**src/rtl/fxp_pkg.sv**
```systemverilog
// fxp_pkg: shared types, width derivation and channel word select for the operand mux
package fxp_pkg;
    localparam int INT_LENGTH_D  = 5;
    localparam int FRAC_LENGTH_D = 12;
    localparam int MAX_W         = 64;
    localparam int MAX_IN        = 64;
    localparam int IW            = 7;

    typedef enum logic {IDLE, SWEEP} state_t;
    typedef logic [MAX_W-1:0] word_t;

    function automatic int fxp_w(input int int_len, input int frac_len);
        return int_len + frac_len;
    endfunction

    function automatic word_t word(input word_t ch [MAX_IN], input logic [IW-1:0] n, input logic [IW-1:0] k);
        return (k < n) ? ch[k[IW-2:0]] : '0;
    endfunction
endpackage

```
**src/rtl/fxp_mux_seq_out_reg_slice.sv**
```systemverilog
// out_reg_slice: valid/ready output register holding the payload stable under backpressure
module out_reg_slice #(
    parameter int P = 8
) (
    input  logic         clk,
    input  logic         rst_n,
    input  logic         load,
    input  logic [P-1:0] d,
    input  logic         out_ready,
    output logic [P-1:0] q,
    output logic         out_valid,
    output logic         can_load
);
    assign can_load = !out_valid || out_ready;

    // capture on load, drop valid once the held beat has been accepted
    always_ff @(posedge clk or negedge rst_n) begin
        if (!rst_n) begin
            q         <= '0;
            out_valid <= 1'b0;
        end else if (load) begin
            q         <= d;
            out_valid <= 1'b1;
        end else if (out_ready) begin
            out_valid <= 1'b0;
        end
    end
endmodule

```
**src/rtl/fxp_mux_seq.sv**
```systemverilog
// fxp_mux_seq: N-input fixed-point operand mux with direct and sweep modes, registered output
module fxp_mux_seq
    import fxp_pkg::*;
#(
    parameter int INT_LENGTH  = INT_LENGTH_D,
    parameter int FRAC_LENGTH = FRAC_LENGTH_D,
    parameter int NUM_IN      = 4,
    localparam int W          = fxp_w(INT_LENGTH, FRAC_LENGTH),
    localparam int SEL_W      = $clog2(NUM_IN),
    localparam int LEN_W      = $clog2(NUM_IN + 1)
) (
    input  logic                clk,
    input  logic                rst_n,
    input  logic                mode,
    input  logic [SEL_W-1:0]    sel,
    input  logic                in_valid,
    input  logic                start,
    input  logic [LEN_W-1:0]    sweep_len,
    input  logic [NUM_IN*W-1:0] in_bus,
    input  logic                out_ready,
    output logic [W-1:0]        out_data,
    output logic                out_valid,
    output logic [SEL_W-1:0]    out_idx,
    output logic                out_last,
    output logic                busy
);
    localparam int P = W + SEL_W + 1;

    state_t            state, state_n;
    logic [LEN_W-1:0]  cnt, cnt_n, len, len_n, len_eff;
    logic              can_load, ld_direct, ld_start, ld_sweep, at_end, last_n;
    logic [IW-1:0]     ksel;
    logic [SEL_W-1:0]  idx_n;
    word_t             ch [MAX_IN];
    word_t             wsel;
    logic              unused_hi;

    for (genvar k = 0; k < MAX_IN; k++) begin : g_ch
        if (k < NUM_IN) begin : g_in
            assign ch[k] = word_t'(in_bus[k*W +: W]);
        end else begin : g_z
            assign ch[k] = '0;
        end
    end

    assign len_eff   = (sweep_len == '0 || sweep_len > LEN_W'(NUM_IN)) ? LEN_W'(NUM_IN) : sweep_len;
    assign ld_direct = state == IDLE && !mode && in_valid && can_load;
    assign ld_start  = state == IDLE && mode && start && can_load;
    assign ld_sweep  = state == SWEEP && can_load;
    assign at_end    = cnt == len - LEN_W'(1);
    assign busy      = state == SWEEP;
    assign ksel      = ld_direct ? IW'(sel) : ld_sweep ? IW'(cnt) : '0;
    assign idx_n     = ld_direct ? sel : ld_sweep ? cnt[SEL_W-1:0] : '0;
    assign last_n    = ld_direct ? 1'b1 : ld_start ? (len_eff == LEN_W'(1)) : at_end;
    assign wsel      = word(ch, IW'(NUM_IN), ksel);
    assign unused_hi = ^wsel;

    // sweep sequencing: state, next channel and the length latched at start
    always_ff @(posedge clk or negedge rst_n) begin
        if (!rst_n) begin
            state <= IDLE;
            cnt   <= '0;
            len   <= '0;
        end else begin
            state <= state_n;
            cnt   <= cnt_n;
            len   <= len_n;
        end
    end

    // next-state: a start begins the sweep at channel 0, each accepted slot advances it
    always_comb begin
        state_n = state;
        cnt_n   = cnt;
        len_n   = len;
        if (ld_start) begin
            cnt_n   = LEN_W'(1);
            len_n   = len_eff;
            state_n = (len_eff > LEN_W'(1)) ? SWEEP : IDLE;
        end
        if (ld_sweep) begin
            cnt_n   = cnt + LEN_W'(1);
            state_n = at_end ? IDLE : SWEEP;
        end
    end

    out_reg_slice #(.P(P)) u_out (
        .clk       (clk),
        .rst_n     (rst_n),
        .load      (ld_direct || ld_start || ld_sweep),
        .d         ({wsel[W-1:0], idx_n, last_n}),
        .out_ready (out_ready),
        .q         ({out_data, out_idx, out_last}),
        .out_valid (out_valid),
        .can_load  (can_load)
    );
endmodule

```
**config.mk**
```make
export PLATFORM = sky130hd
export DESIGN_NAME = fxp_mux_seq
export DESIGN_NICKNAME = d
export VERILOG_FILES = /design/src/rtl/fxp_pkg.sv /design/src/rtl/fxp_mux_seq_out_reg_slice.sv /design/src/rtl/fxp_mux_seq.sv
export SDC_FILE = /design/constraint.sdc
export NUM_CORES = 1
export LEC_CHECK = 0
export ABC_AREA = 1
export CAP_MARGIN = 0
export CORE_AREA = 2 2 66 68
export CTS_BUF_LIST = sky130_fd_sc_hd__clkbuf_4 sky130_fd_sc_hd__clkbuf_8 sky130_fd_sc_hd__clkbuf_16
export DETAILED_ROUTE_END_ITERATION = 10
export DIE_AREA = 0 0 68 70
export DONT_BUFFER_PORTS = 1
export PLACE_DENSITY = 0.72
export SYNTH_ARGS = -nofsm -noshare
export SYNTH_HDL_FRONTEND = slang
export SYNTH_SLANG_ARGS = --single-unit
```
**constraint.sdc**
```tcl
create_clock -name clk -period 1.5 [get_ports clk]
set_input_delay 0.15 -clock clk [delete_from_list [all_inputs] [get_ports clk]]
set_output_delay 0.15 -clock clk [all_outputs]
set_load 0.005 [all_outputs]
```
Word-level counts from Yosys, hierarchy flattened:

Cells that the tools add are included.

* muxes and demuxes: 19
* bitwise gates (word level): 2
* equal/unequal tests: 2
* $lt $le $gt $ge: 4
* add/sub/neg operators: 2
* reductions and logical operators: 16

Operators with widths (count)
* $bmux W64 S6: 1
* $mux W17: 3
* $mux W3: 5
* $mux W1: 8
* $ge A7 B7 Y1 const B: 1
* $logic_and A1 B1 Y1: 7
* $not A3 Y7: 1
* $logic_or A1 B1 Y1: 4
* $mux W2: 2
* $reduce_bool A2 Y1: 2
* $add A3 B1 Y3 const B: 1
* $eq A3 B1 Y1 const B: 1
* $eq A3 B3 Y1: 1
* $gt A3 B1 Y1 const B: 1
* $gt A3 B3 Y1 const B: 1
* $logic_not A3 Y1: 1
* $lt A3 B3 Y1 const B: 1
* $sub A3 B1 Y3 const B: 1
* $logic_not A1 Y1: 2
* $not A1 Y1: 1

* logic and storage cells: 50
* register bits after elaboration: 28

Longest topological paths before layout:

* word-level depth: 10
* mapped depth: 10
* mapped depth without buffers: 9

Hierarchy:

From an unflattened synthesis, not the netlist that was laid out.

* cell total of the unflattened synthesis: 356
* area, all modules: 2438.6 um2

Modules (own cells, without submodules)
* fxp_mux_seq: cells an instance 267, area each 1430.1 um2, instances 1
* out_reg_slice: cells an instance 89, area each 1008.5 um2, instances 1

Worst setup path before layout:

OpenSTA, ideal clock, no wires.

* kind: reg2reg
* start point: register state, in the netlist busy
* end point: register u_out.q[11]
* cell stages (with the launch flop): 8
* period minus slack after synthesis: 1.409 ns
* slack: 0.091 ns
* arrival time: 1.292 ns
* cell sequence: dfrtp_1 > nor2_4 > nand4_2 > buf_2 > nand3_1 > nand3_1 > nand3_1 > nand2_1

* word-level cells in the longest chain between the ends: 10

Ends and longest elaborated chain
* from (decl): line fxp_mux_seq.sv:29 `state_t state, state_n;`
* from (signal assigned): line fxp_mux_seq.sv:65 `state <= state_n;`
* $not A1 Y1: line fxp_mux_seq.sv:47, fxp_mux_seq.sv:48
* $logic_and A1 B1 Y1 (3 in series): line fxp_mux_seq.sv:47 `assign ld_direct = state == IDLE && !mode && in_valid && can_load;`
* $mux W3: line fxp_mux_seq.sv:52 `assign ksel = ld_direct ? IW'(sel) : ld_sweep ? IW'(cnt) : '0;`
* $not A3 Y7 (not written as such): line fxp_pkg.sv:17 `return (k < n) ? ch[k[IW-2:0]] : '0;`
* $bmux W64 S6: line fxp_pkg.sv:17
* $mux W17 (not written as such) (2 in series): line fxp_pkg.sv:17
* $mux W17: line fxp_pkg.sv:17
* to (signal assigned): line fxp_mux_seq_out_reg_slice.sv:19 `q <= '0;`
* to (signal assigned): line fxp_mux_seq_out_reg_slice.sv:22 `q <= d;`
* to (decl): line fxp_mux_seq_out_reg_slice.sv:10 `output logic [P-1:0] q,`

Several ways; a longest one is shown, not always the timed one. The select of a mux whose other input is x is not followed.
A chain may end at the register's enable or synchronous reset.

Final worst setup path:

* start point: register state, in the netlist busy
* end point: register u_out.q[17]

The elaborated chain is that of the path after synthesis.

==> flow_summary.ini <==
[run_status]
run_status = finished clean

[timing]
fmax_ghz = 0.694
setup_viol = 0
report.final.slew_viol_count = 0
min_period_ps = 1440
slew_headroom_pct = 85.0
rsz0062_at_grt = yes
final-hold-violation-count = 0
fin_skew_ps = 4.05
worst_slew_pin_slew_ps = 226
period_share_pct = 96.0
holdWs_ps = 103
setup_slack_ps = 59.5

[clock_tree]
htreeDepth = 1
cts_tree = done
cts_buffer_depth = 2
numCtsBuffers = 3
clock_latency_ps = 270
clock-sinks = 28
path_clk_slew_ps = 100
cts-root-buf = clkbuf_8

[global_routing]
grt_antenna_before_repair = 0
grtUsageTotal_pct = 22.3
grt_pass1_vias = 1760
grt_max_degree = 29
grt_overflow = 0
grt_pass1_wl_mm = 8.26

[route]
drtPass1Iterations = 4
ant_nets = 0
routed.top_layer = met4
wl_met1_mm = 2.14
avgViaCountPerCell = 5.69
dr_wl_met3_um = 608
wl_met2_mm = 2.66
totalWireLength_mm = 5.44
wl_per_cell_um = 16.1
num_vias = 1923
drc = 0
drt_iter0_drc = 81

[synthesis]
yosysSeqAreaShare_pct = 35.9
ys_types = 27
syn_area_sq_mm = 0.00195
netlist_instances = 269
syn_avg_cell_area_sq_um = 7.26
syn_nets = 351
yosys_warnings = 0
yosys_register_bits = 28

[power]
max-vdd-ir-drop_uv = 1010
leakage_uw = 0.00112
power.density_mw_per_mm2 = 2160

[critical_path]
cp-end-kind = register
start_kind = register
worstPathMaxFanout = 7
criticalPathCategory = register to register
crit_chain = nor2_4 > nand3_4 > o21ai_4 > buf_6 > nand3_1 > nand3_1 > nand2_1
arrival_ps = 1610
cpMaxStageDelayCell = dfrtp_2
worstPathRequired_ps = 1670
max_stage_delay_ps = 460
crit_top_cell = nand3_1

[finish]
area_growth_pct = 17.2
final_core_util_pct = 55.2
drive_gt1_share_pct = 18.2
instances_no_fill = 338
diodes = 0
layout.nets = 369

[floorplan]
placementRows = 24
initial_core_util_pct = 47.1
fp.coreArea_sq_mm = 0.00414
die_x_um = 68
io_pins = 101
dieHeight_um = 70
dieArea_sq_mm = 0.00476

[run]
cap_violations = 0

[worst_hold_path]
hold_path_class = input pin to register

[place]
gp_congestion = 0.835
post-place-cells = 327
dpl_worst_slack_ps = -155
dpl.hpwl_mm = 3.91
portBuffers = 0
-- through the flow --
step           cell area (sq um)  power, uW  setup TNS, ps
6_report                    2290       4950              0
5_1_grt                     2290       5380           -181
4_1_cts                     2250       4890              0
3_5_place_dp                2110       4220          -1940
3_3_place_gp                2110       4160           -959
2_1_floorplan               1950       3460              0
-- layout make-up --
type                            instances  area (sq um)
Multi-Input combinational cell        211          1120
Tap cell                               52          65.1
Timing Repair Buffer                   28           292
Fill cell                             398          1860
Inverter                               15          56.3
Sequential cell                        28           702
Clock buffer                            4          55.1
-- cell families (layout without fill, tap and decap cells) --
kind of cell,Yosys count,in the layout,synth area share [%]
AO/OA/AOI/OAI,11,11,3.59
XOR/XNOR,4,4,1.79
adder cells (fa/ha/maj),3,3,1.92
buffers and inverters,30,47,8.01
flip-flops,28,28,35.9
AND/OR/NAND/NOR,193,193,48.8
-- sequential cells by signal (all words and copies together) (netlist names) --
signal,cells
cnt,3
u_out.out_valid,1
len,3
u_out.q,20
busy,1
-- critical path: cells and delay by family (launching register included) --
| kind | cells | cell delay (ps) |
|---|---|---|
| AO/OA/AOI/OAI | 1 | 200 |
| buffers and inverters | 1 | 150 |
| flip-flops | 1 | 460 |
| AND/OR/NAND/NOR | 5 | 530 |
-- Yosys cell counts --
master	n	share of area [%]
nand4_4	1	1.1
buf_4	3	1.2
buf_2	8	2.1
a21oi_1	2	0.51
nor2_1	5	0.96
o21ai_0	6	1.5
ha_1	3	1.9
o22ai_1	1	0.32
buf_6	3	1.7
or2_2	1	0.32
nor2_4	3	1.7
xnor2_1	3	1.3
o21a_1	1	0.38
nand2_4	1	0.58
nand2_1	66	13
nand2_2	3	0.96
xor2_1	1	0.45
nand3_4	1	0.90
inv_2	1	0.19
nand3_1	107	27
nand4_2	2	1.3
o21ai_4	1	0.83
inv_1	14	2.7
nor2_2	2	0.64
dfrtp_1	28	36
nor3_1	1	0.26
buf_1	1	0.19
-- layout by cell type (no fill, tap or decap), drive strengths merged, types with 2 or more instances in the layout --
| master | count |
|---|---|
| a21oi | 2 |
| buf | 27 |
| clkbuf | 4 |
| dfrtp | 28 |
| ha | 3 |
| inv | 15 |
| nand2 | 70 |
| nand3 | 108 |
| nand4 | 3 |
| nor2 | 10 |
| o21ai | 7 |
| xnor2 | 3 |
-- what timing repair did --
action | CTS | global route
endpoints found under the hold margin | 28 | 0
buffers inserted | 3 | 2
cloned | 0 | 0
resized for setup | 3 | 4
setup endpoints to repair | 17 | 18
hold buffers | 2 | 0
pin swaps | 2 | 4
-- path summary, 6_finish.rpt --
check                                          end  cells past startpoint  slack [ps]                    start
max                        u_out.q[17]$_DFFE_PN0P_                      7          60         busy$_DFFE_PN0P_
min                         u_out.q[4]$_DFFE_PN0P_                      4         100               in_bus[52]
max reg2reg                u_out.q[17]$_DFFE_PN0P_                      7          60         busy$_DFFE_PN0P_
min reg2reg                u_out.q[15]$_DFFE_PN0P_                      2         510  u_out.q[15]$_DFFE_PN0P_
max in group asynchronous         busy$_DFFE_PN0P_                      2        1020                    rst_n
min in group asynchronous  u_out.q[19]$_DFFE_PN0P_                      2         310                    rst_n
-- layer usage --
layer,vias to the layer above,track usage (%)
li1,947,-
met1,883,28.8
met2,91,37.5
met3,2,5.96
met4,0,3.33
met5,-,0
-- where the power goes --
part	total [uW]	internal [uW]	switching, uW	leakage, uW
Sequential	1460	1140	316	0.000343
Clock	473	235	238	0.0000288
Combinational	3020	1340	1680	0.000751
No activity file was read; power rests on OpenSTA's default activity.
